===== src/rtl/fifo_access_ctrl.sv =====
// Register-access FIFO with two arbitrated writers (host, core) and a single read-response port.
// Define FIFO_ACCESS_CTRL_RR_EN for round-robin write arbitration; otherwise core has fixed priority.
module fifo_access_ctrl #(
  parameter int WIDTH = 32,
  parameter int DEPTH = 16
) (
  input  logic                     clk_main_a0,
  input  logic                     rst_main_n,
  input  logic                     host_wr_valid,
  input  logic [WIDTH-1:0]         host_wr_data,
  output logic                     host_wr_ready,
  input  logic                     core_wr_valid,
  input  logic [WIDTH-1:0]         core_wr_data,
  output logic                     core_wr_ready,
  input  logic                     rd_req,
  output logic                     rd_req_ready,
  output logic                     rd_valid,
  output logic [WIDTH-1:0]         rd_data,
  output logic [1:0]               rd_resp,
  input  logic                     rd_ready,
  input  logic                     clear,
  input  logic                     ovf_clr,
  output logic [$clog2(DEPTH):0]   count,
  output logic                     full,
  output logic                     empty,
  output logic                     overflow
);

  localparam int              AW        = $clog2(DEPTH);
  localparam logic [AW:0]     DEPTH_CNT = (AW+1)'(DEPTH);
  localparam logic [WIDTH-1:0] ERR_DATA = WIDTH'(32'hDEAD_DEAD);

  typedef enum logic {IDLE, RESP} rd_state_t;

  rd_state_t         state_q, state_d;
  logic [WIDTH-1:0]  mem [DEPTH];
  logic [AW-1:0]     wr_ptr, rd_ptr;
  logic [AW:0]       count_q;
  logic              grant_host, grant_core;
  logic              push, pop, accept;
  logic [WIDTH-1:0]  push_data;

  assign count = count_q;
  assign full  = (count_q == DEPTH_CNT);
  assign empty = (count_q == '0);

`ifdef FIFO_ACCESS_CTRL_RR_EN
  // Remembers which writer wins the next contention; moves only on a real push.
  logic prefer_core;

  always_ff @(posedge clk_main_a0 or negedge rst_main_n) begin
    if (!rst_main_n)
      prefer_core <= 1'b0;
    else if (push)
      prefer_core <= grant_host;
  end

  assign grant_core = core_wr_valid & (~host_wr_valid | prefer_core);
`else
  assign grant_core = core_wr_valid;
`endif

  assign grant_host    = host_wr_valid & ~grant_core;
  assign host_wr_ready = grant_host & ~full & ~clear;
  assign core_wr_ready = grant_core & ~full & ~clear;
  assign push          = (host_wr_valid & host_wr_ready) | (core_wr_valid & core_wr_ready);
  assign push_data     = grant_core ? core_wr_data : host_wr_data;
  assign pop           = accept & ~empty & ~clear;

  always_ff @(posedge clk_main_a0) begin
    if (push)
      mem[wr_ptr] <= push_data;
  end

  always_ff @(posedge clk_main_a0 or negedge rst_main_n) begin
    if (!rst_main_n) begin
      wr_ptr  <= '0;
      rd_ptr  <= '0;
      count_q <= '0;
    end else if (clear) begin
      wr_ptr  <= '0;
      rd_ptr  <= '0;
      count_q <= '0;
    end else begin
      if (push)
        wr_ptr <= wr_ptr + AW'(1);
      if (pop)
        rd_ptr <= rd_ptr + AW'(1);
      case ({push, pop})
        2'b10:   count_q <= count_q + (AW+1)'(1);
        2'b01:   count_q <= count_q - (AW+1)'(1);
        default: count_q <= count_q;
      endcase
    end
  end

  // Set has priority over clear so an overflow racing ovf_clr is never lost.
  always_ff @(posedge clk_main_a0 or negedge rst_main_n) begin
    if (!rst_main_n)
      overflow <= 1'b0;
    else if (core_wr_valid && full)
      overflow <= 1'b1;
    else if (ovf_clr)
      overflow <= 1'b0;
  end

  always_ff @(posedge clk_main_a0 or negedge rst_main_n) begin
    if (!rst_main_n)
      state_q <= IDLE;
    else
      state_q <= state_d;
  end

  always_comb begin
    state_d      = state_q;
    accept       = 1'b0;
    rd_req_ready = 1'b0;
    rd_valid     = 1'b0;
    case (state_q)
      IDLE: begin
        rd_req_ready = 1'b1;
        if (rd_req) begin
          accept  = 1'b1;
          state_d = RESP;
        end
      end
      RESP: begin
        rd_valid = 1'b1;
        if (rd_ready)
          state_d = IDLE;
      end
      default: state_d = IDLE;
    endcase
  end

  // Response is captured once on acceptance and held for the whole RESP phase.
  always_ff @(posedge clk_main_a0 or negedge rst_main_n) begin
    if (!rst_main_n) begin
      rd_data <= '0;
      rd_resp <= 2'b00;
    end else if (accept) begin
      rd_data <= pop ? mem[rd_ptr] : ERR_DATA;
      rd_resp <= pop ? 2'b00 : 2'b10;
    end
  end

endmodule


===== config.mk =====
export PLATFORM = sky130hd
export DESIGN_NAME = fifo_access_ctrl
export DESIGN_NICKNAME = d
export VERILOG_FILES = /design/src/rtl/fifo_access_ctrl.sv
export SDC_FILE = /design/constraint.sdc
export NUM_CORES = 1
export LEC_CHECK = 0
export ABC_AREA = 1
export BUFFER_PORTS_ARGS = -buffer_cell sky130_fd_sc_hd__clkbuf_2
export CAP_MARGIN = 30
export CORE_ASPECT_RATIO = 1.4
export CORE_UTILIZATION = 55
export CTS_CLUSTER_SIZE = 24
export DETAILED_ROUTE_END_ITERATION = 6
export GPL_ROUTABILITY_DRIVEN = 0
export PLACE_DENSITY = 0.76
export SLEW_MARGIN = 10
export SYNTH_ARGS = -nofsm -noshare
export SYNTH_HDL_FRONTEND = slang
export SYNTH_SLANG_ARGS = --single-unit

===== constraint.sdc =====
create_clock -name clk_main_a0 -period 2.8 [get_ports clk_main_a0]
set_clock_uncertainty 0.05 [all_clocks]
set_input_delay 0.56 -clock clk_main_a0 [delete_from_list [all_inputs] [get_ports clk_main_a0]]
set_output_delay 0.56 -clock clk_main_a0 [all_outputs]
set_load 0.01 [all_outputs]

==> impl_metrics.env, run 1 <==
export IMPL_drt_wl_total_mm=54.9
export IMPL_hp_class="in2reg"
export IMPL_die_y_um=241
export IMPL_start_util_pct=55.7
export IMPL_p_per_area_nw_per_um2=780
export IMPL_clk_path_buf_depth=3
export IMPL_seqCellArea_um2=16600
export IMPL_path_clk_slew_ns=0.06
export IMPL_power_w=0.0200
export IMPL_post_cts_buffers=0
export IMPL_fin_crit_sh_pct=85.3
export IMPL_std_cell_rows=87
export IMPL_ir_worst_vdd_mv=0.635
export IMPL_hold_buffers=1
export IMPL_rsz0062_at_grt="no"
export IMPL_ant_nets=0
export IMPL_hold_ws_ns=0.105
export IMPL_final_common_cell="edfxtp_1"
export IMPL_min_from="rd_ready"
export IMPL_insertion_delay_ns=0.58
export IMPL_end_kind="flop"
export IMPL_yosys_warnings=0
export IMPL_grt_pass1_wl_mm=84.2
export IMPL_area_delta_synth_final_pct=14.4
export IMPL_place_hpwl_mm=32.4
export IMPL_avgSynthCellArea_um2=12.8
export IMPL_diodes=0
export IMPL_setup_viol=0
export IMPL_cts_tree="built"
export IMPL_drv_cap=0
export IMPL_io_pins=118
export IMPL_worst_slack_ns=0.412
export IMPL_drtIter0Drc=1712
export IMPL_pre_cts_slack_ns=0.150
export IMPL_fp_dieArea_um2=41600
export IMPL_viasPerCell=6.11
export IMPL_rr_startpoint="count[0]$_DFFE_PN0P_"
export IMPL_grt_pass1_vias=14700
export IMPL_run_status="finished clean"
export IMPL_antenna_found_initial=1
export IMPL_drive_gt1_share_pct=15.2
export IMPL_cts_resized=0
export IMPL_timing_final_hold_violations=0
export IMPL_crit_chain="nor2_1 > nand3_1 > o21ai_4 > inv_1 > nand2_1 > nor2_4 > buf_12"
export IMPL_multi_input_area_um2=5230
export IMPL_cp_startpoint="count[0]$_DFFE_PN0P_"
export IMPL_period_minus_slack_ns=2.39
export IMPL_synth_edf_count=512
export IMPL_cts_htree_levels=2
export IMPL_root_buffer="clkbuf_16"
export IMPL_ys_types=36
export IMPL_grt_start_max_net_pins=133
export IMPL_worst_pin_slew_ns=0.780
export IMPL_leakage_nw=8.98
export IMPL_ys_ff_latch=560
export IMPL_synthArstFlopShare_pct=8.57
export IMPL_synthFlopType="edfxtp_1"
export IMPL_drc=0
export IMPL_dieWidth_um=173
export IMPL_crit_fanout=13
export IMPL_slew_headroom_pct=48.0
export IMPL_required_ns=3.03
export IMPL_first_pass_iters=5
export IMPL_vias=14900
export IMPL_critPathTopFamily="simple AND/OR/NAND/NOR gates"
export IMPL_nFillCells=2934
export IMPL_cp_arrival_ns=2.62
export IMPL_fmax_mhz=419
export IMPL_synth_net_count=1836
export IMPL_critPathSlowestCell="dfrtp_1"
export IMPL_overflow=0
export IMPL_final_nets=1950
export IMPL_start_kind="flop"
export IMPL_netlist_instances=1757
export IMPL_worstSetupPathType="reg2reg"
export IMPL_crit_buf_inv=2
export IMPL_synth_seq_area_share_pct=73.9
export IMPL_coreArea_um2=40300
export IMPL_tritoncts_num_buffers=50
export IMPL_cts_sinks=560
export IMPL_io_buffers=116
export IMPL_slew_viol_final=0
export IMPL_syn_cell_area_um2=22400
export IMPL_post_drt_wl_per_cell_um=22.5
export IMPL_mostFrequentLayoutCells="edfxtp_1, nand2_1, o21ai_0"
export IMPL_grt_use_total_pct=26.6
export IMPL_slowest_delay_ns=0.45
[cells in the mapped netlist, types with 2 or more instances]
library cell  count  area, µm²
edfxtp_1        512      15400
nand2_1         251        942
nor2_1          214        803
o21ai_0         206       1030
nand3_1          86        430
a21oi_1          83        415
clkbuf_1         66        248
o221ai_1         60        526
dfrtp_1          48       1200
inv_1            44        165
buf_2            39        195
o211ai_1         33        248
a22oi_1          25        188
o21ai_1          15       75.1
o22ai_1          14       87.6
buf_4            11       82.6
a221o_1          10        100
ha_1              7       87.6
inv_2             7       26.3
a221oi_1          5       43.8
buf_1             3       11.3
nand2_2           3       18.8
nor2_4            2       22.5
[kinds of logic (layout without fill, tap and decap cells)]
logic type / count (synthesis) / after routing / share of synthesized area, %
AO/OA/AOI/OAI: 456 / 456 / 12.3
XOR/XNOR: 1 / 1 / 0.0391
adder cells (fa/ha/maj): 7 / 7 / 0.390
buffers and inverters: 172 / 326 / 3.31
flip-flops: 560 / 560 / 73.9
other: 1 / 1 / 0.0167
AND/OR/NAND/NOR: 560 / 560 / 10.0
[where the power goes]
group / internal [W] / leakage (nW) / switching [W] / total [W]
clock network: 0.00371 / 0.786 / 0.00295 / 0.00666
logic: 0.00114 / 3.00 / 0.00243 / 0.00357
registers: 0.00954 / 5.19 / 0.000242 / 0.00978
total: 0.0144 / 8.98 / 0.00562 / 0.0200
[worst register-to-register path, delay by kind of cell, from the launching register on]
family / cells / cell delay, ns
DFF: 1 / 0.45
AOI/OAI and AO/OA: 1 / 0.13
buffers and inverters: 2 / 0.41
and+or+nand+nor: 4 / 1.04
[metrics by stage]
step	utilization [%]	instances	TNS, ns	area [µm²]
floorplan	-	1757	-129.48	22400
global placement	59.8	2352	0	24100
detailed placement	59.8	2352	0	24100
CTS	63.7	2445	0	25700
global route	63.7	2445	0	25700
finish	63.7	2445	0	25700
[state kept, by name, summed over array words and instances, names as in the netlist]
signal	flops
count	5
rd_ptr	4
state_q	1
overflow	1
mem	512
rd_data	32
wr_ptr	4
rd_resp	1
[worst paths after layout]
check	slack, ns	to	cells after the start
min in group asynchronous	0.51	rd_data[0]$_DFFE_PN0P_	2
max in group asynchronous	1.55	rd_ptr[0]$_DFFE_PN0P_	3
min	0.10	state_q$_DFF_PN0_	2
max reg2reg	0.41	mem[2][4]$_DFFE_PP_	7
min reg2reg	0.44	rd_data[25]$_DFFE_PN0P_	2
max	0.41	mem[2][4]$_DFFE_PP_	7
[per-layer routing]
metal | vias up | wire [µm] | GRT usage, % | part of all wire [%]
met2 | 724 | 28500 | 47.4 | 52
met1 | 7370 | 20400 | 32.7 | 37
met4 | 2 | 2280 | 12.4 | 4.1
met3 | 146 | 3730 | 3.04 | 6.8
met5 | - | 13 | 0 | 0.024
li1 | 6695 | - | - | -
[cell type report]
type	count	share of cell area, %
inverters	52	0.780
clock buffers	73	5.69
flip-flops and latches	560	64.6
repair buffers	182	5.47
multi-input cells	1025	20.4
well taps	534	2.60
clock inverters	19	0.473
(Power assumes the default switching activity.)
==> inputs of run 2 (changes only) <==
Settings changed: RECOVER_POWER from default to 100.
==> impl_metrics.env, run 2 (synthesis gave the netlist of run 1 again) <==
export IMPL_rsz0062_at_grt="no"
export IMPL_hold_ws_ns=0.107
export IMPL_vias=15000
export IMPL_post_cts_buffers=0
export IMPL_drtIter0Drc=1791
export IMPL_final_nets=1950
export IMPL_tritoncts_num_buffers=50
export IMPL_worstRegToRegCells=9
export IMPL_drt_wl_total_mm=55.0
export IMPL_final_util_pct=62.9
export IMPL_fin_cells=2445
export IMPL_first_pass_iters=6
export IMPL_start_util_pct=55.7
export IMPL_place_hpwl_mm=32.4
export IMPL_hp_class="in2reg"
export IMPL_use_met1_pct=32.7
export IMPL_mostFrequentLayoutCells="edfxtp_1, nand2_1, o21ai_0"
export IMPL_met3_usage_pct=3.04
export IMPL_drive_gt1_share_pct=11.4
export IMPL_grt_pass1_vias=14700
export IMPL_required_ns=3.22
export IMPL_final_common_cell="edfxtp_1"
export IMPL_final_cell_area_um2=25300
export IMPL_period_minus_slack_ns=2.56
export IMPL_crit_chain="nor2_4 > clkbuf_2 > nand3_1 > a21oi_1 > clkinv_1 > nand2_2 > inv_1 > nand2_1 > o21ai_1"
export IMPL_fin_crit_sh_pct=91.6
export IMPL_area_delta_synth_final_pct=13.0
export IMPL_grt_use_total_pct=26.6
export IMPL_antenna_found_initial=1
export IMPL_slowest_delay_ns=0.72
export IMPL_worst_pin_slew_ns=1.68
export IMPL_ir_worst_vdd_mv=0.630
export IMPL_insertion_delay_ns=0.58
export IMPL_die_y_um=241
export IMPL_clk_path_buf_depth=3
export IMPL_slew_headroom_pct=-11.9
export IMPL_regMostFlops="mem"
export IMPL_cts_tree="built"
export IMPL_end_kind="flop"
export IMPL_dieWidth_um=173
export IMPL_timing_final_hold_violations=0
export IMPL_dp_cells=2352
export IMPL_worstSetupPathType="reg2reg"
export IMPL_use_met2_pct=47.4
export IMPL_post_drt_wl_per_cell_um=22.5
export IMPL_nFillCells=3007
export IMPL_root_buffer="clkbuf_16"
export IMPL_cts_htree_levels=2
export IMPL_power_w=0.0199
export IMPL_io_pins=118
export IMPL_coreArea_um2=40300
export IMPL_ant_nets=0
export IMPL_io_buffers=116
export IMPL_drv_cap=1
export IMPL_fp_dieArea_um2=41600
export IMPL_std_cell_rows=87
export IMPL_critPathTopFamily="buffers and inverters"
export IMPL_seqCellArea_um2=16600
export IMPL_crit_buf_inv=3
export IMPL_setup_viol=0
export IMPL_busiest_layer="met2"
export IMPL_grt_start_max_net_pins=133
export IMPL_violations="capacitance limit, slew limit"
export IMPL_placed_cell_area_um2=24100
export IMPL_diodes=0
export IMPL_overflow=0
export IMPL_slew_viol_final=21
export IMPL_fmax_mhz=390
export IMPL_path_depth=9
export IMPL_crit_fanout=26
export IMPL_multi_input_area_um2=5140
export IMPL_p_per_area_nw_per_um2=785
export IMPL_grt_pass1_wl_mm=84.2
export IMPL_cp_arrival_ns=2.98
export IMPL_drc=0
export IMPL_critPathSlowestCell="clkbuf_2"
export IMPL_viasPerCell=6.12
export IMPL_largest_register_ffs=512
export IMPL_run_status="finished, violations left"
export IMPL_cts_resized=0
export IMPL_path_clk_slew_ns=0.07
export IMPL_start_kind="flop"
export IMPL_hold_path_depth=2
export IMPL_leakage_nw=8.75
export IMPL_cts_sinks=560
-- run 2: cell count changes in the layout (fill, tap and decap cells not counted), moves of 9 or more --
cell	delta
clkbuf_1	+59
clkbuf_2	-34
buf_4	-23
nor2_4	-11
nor2_1	+9
o21ai_0	+9
o21ai_1	-9
-- run 2: per-layer routing --
layer	up-vias	part of all wire, %
met5	-	0.024
met4	2	4.1
met3	144	7.3
met2	730	52
met1	7397	37
li1	6696	-
-- run 2: cell type report --
type | instances | share of cell area [%]
Sequential cell | 560 | 65.4
Timing Repair Buffer | 182 | 4.62
Clock buffer | 73 | 5.77
Inverter | 52 | 0.790
Clock inverter | 19 | 0.479
Multi-Input combinational cell | 1025 | 20.3
Tap cell | 534 | 2.64
-- run 2: path summary, 6_finish.rpt --
path	slack [ns]	endpoint	startpoint
hold / removal	0.11	state_q$_DFF_PN0_	rd_ready
setup / recovery	0.24	count[1]$_DFFE_PN0P_	state_q$_DFF_PN0_
hold reg to reg	0.45	rd_data[31]$_DFFE_PN0P_	rd_data[31]$_DFFE_PN0P_
min in group asynchronous	0.91	rd_data[0]$_DFFE_PN0P_	rst_main_n
setup reg to reg	0.24	count[1]$_DFFE_PN0P_	state_q$_DFF_PN0_
max in group asynchronous	0.79	rd_data[11]$_DFFE_PN0P_	rst_main_n
-- run 2: where the power goes --
group,internal [W],switching [W]
Clock,0.00371,0.00294
Sequential,0.00954,0.000238
Combinational,0.00106,0.00241
Total,0.0143,0.00559
-- run 2: stage by stage --
stage | setup TNS, ns | setup slack (ns)
after CTS | 0 | 0.439
after floorplan | -129.48 | -0.408
final | 0 | 0.236
after global routing | 0 | 0.133
after global placement | 0 | 0.199
after detailed placement | 0 | 0.150
-- run 2: worst reg2reg max path, cell delays in order (launching register included) --
cell and delay [ns]:
dfrtp_1 0.41, nor2_4 0.23, clkbuf_2 0.72, nand3_1 0.21, a21oi_1 0.34, clkinv_1 0.19, nand2_2 0.11, inv_1 0.07
nand2_1 0.06, o21ai_1 0.07
-- run 2: repair_timing --
action,4_1_cts,5_1_grt
endpoints found under the setup margin,0,0
hold buffers,1,0
endpoints found under the hold margin,16,0
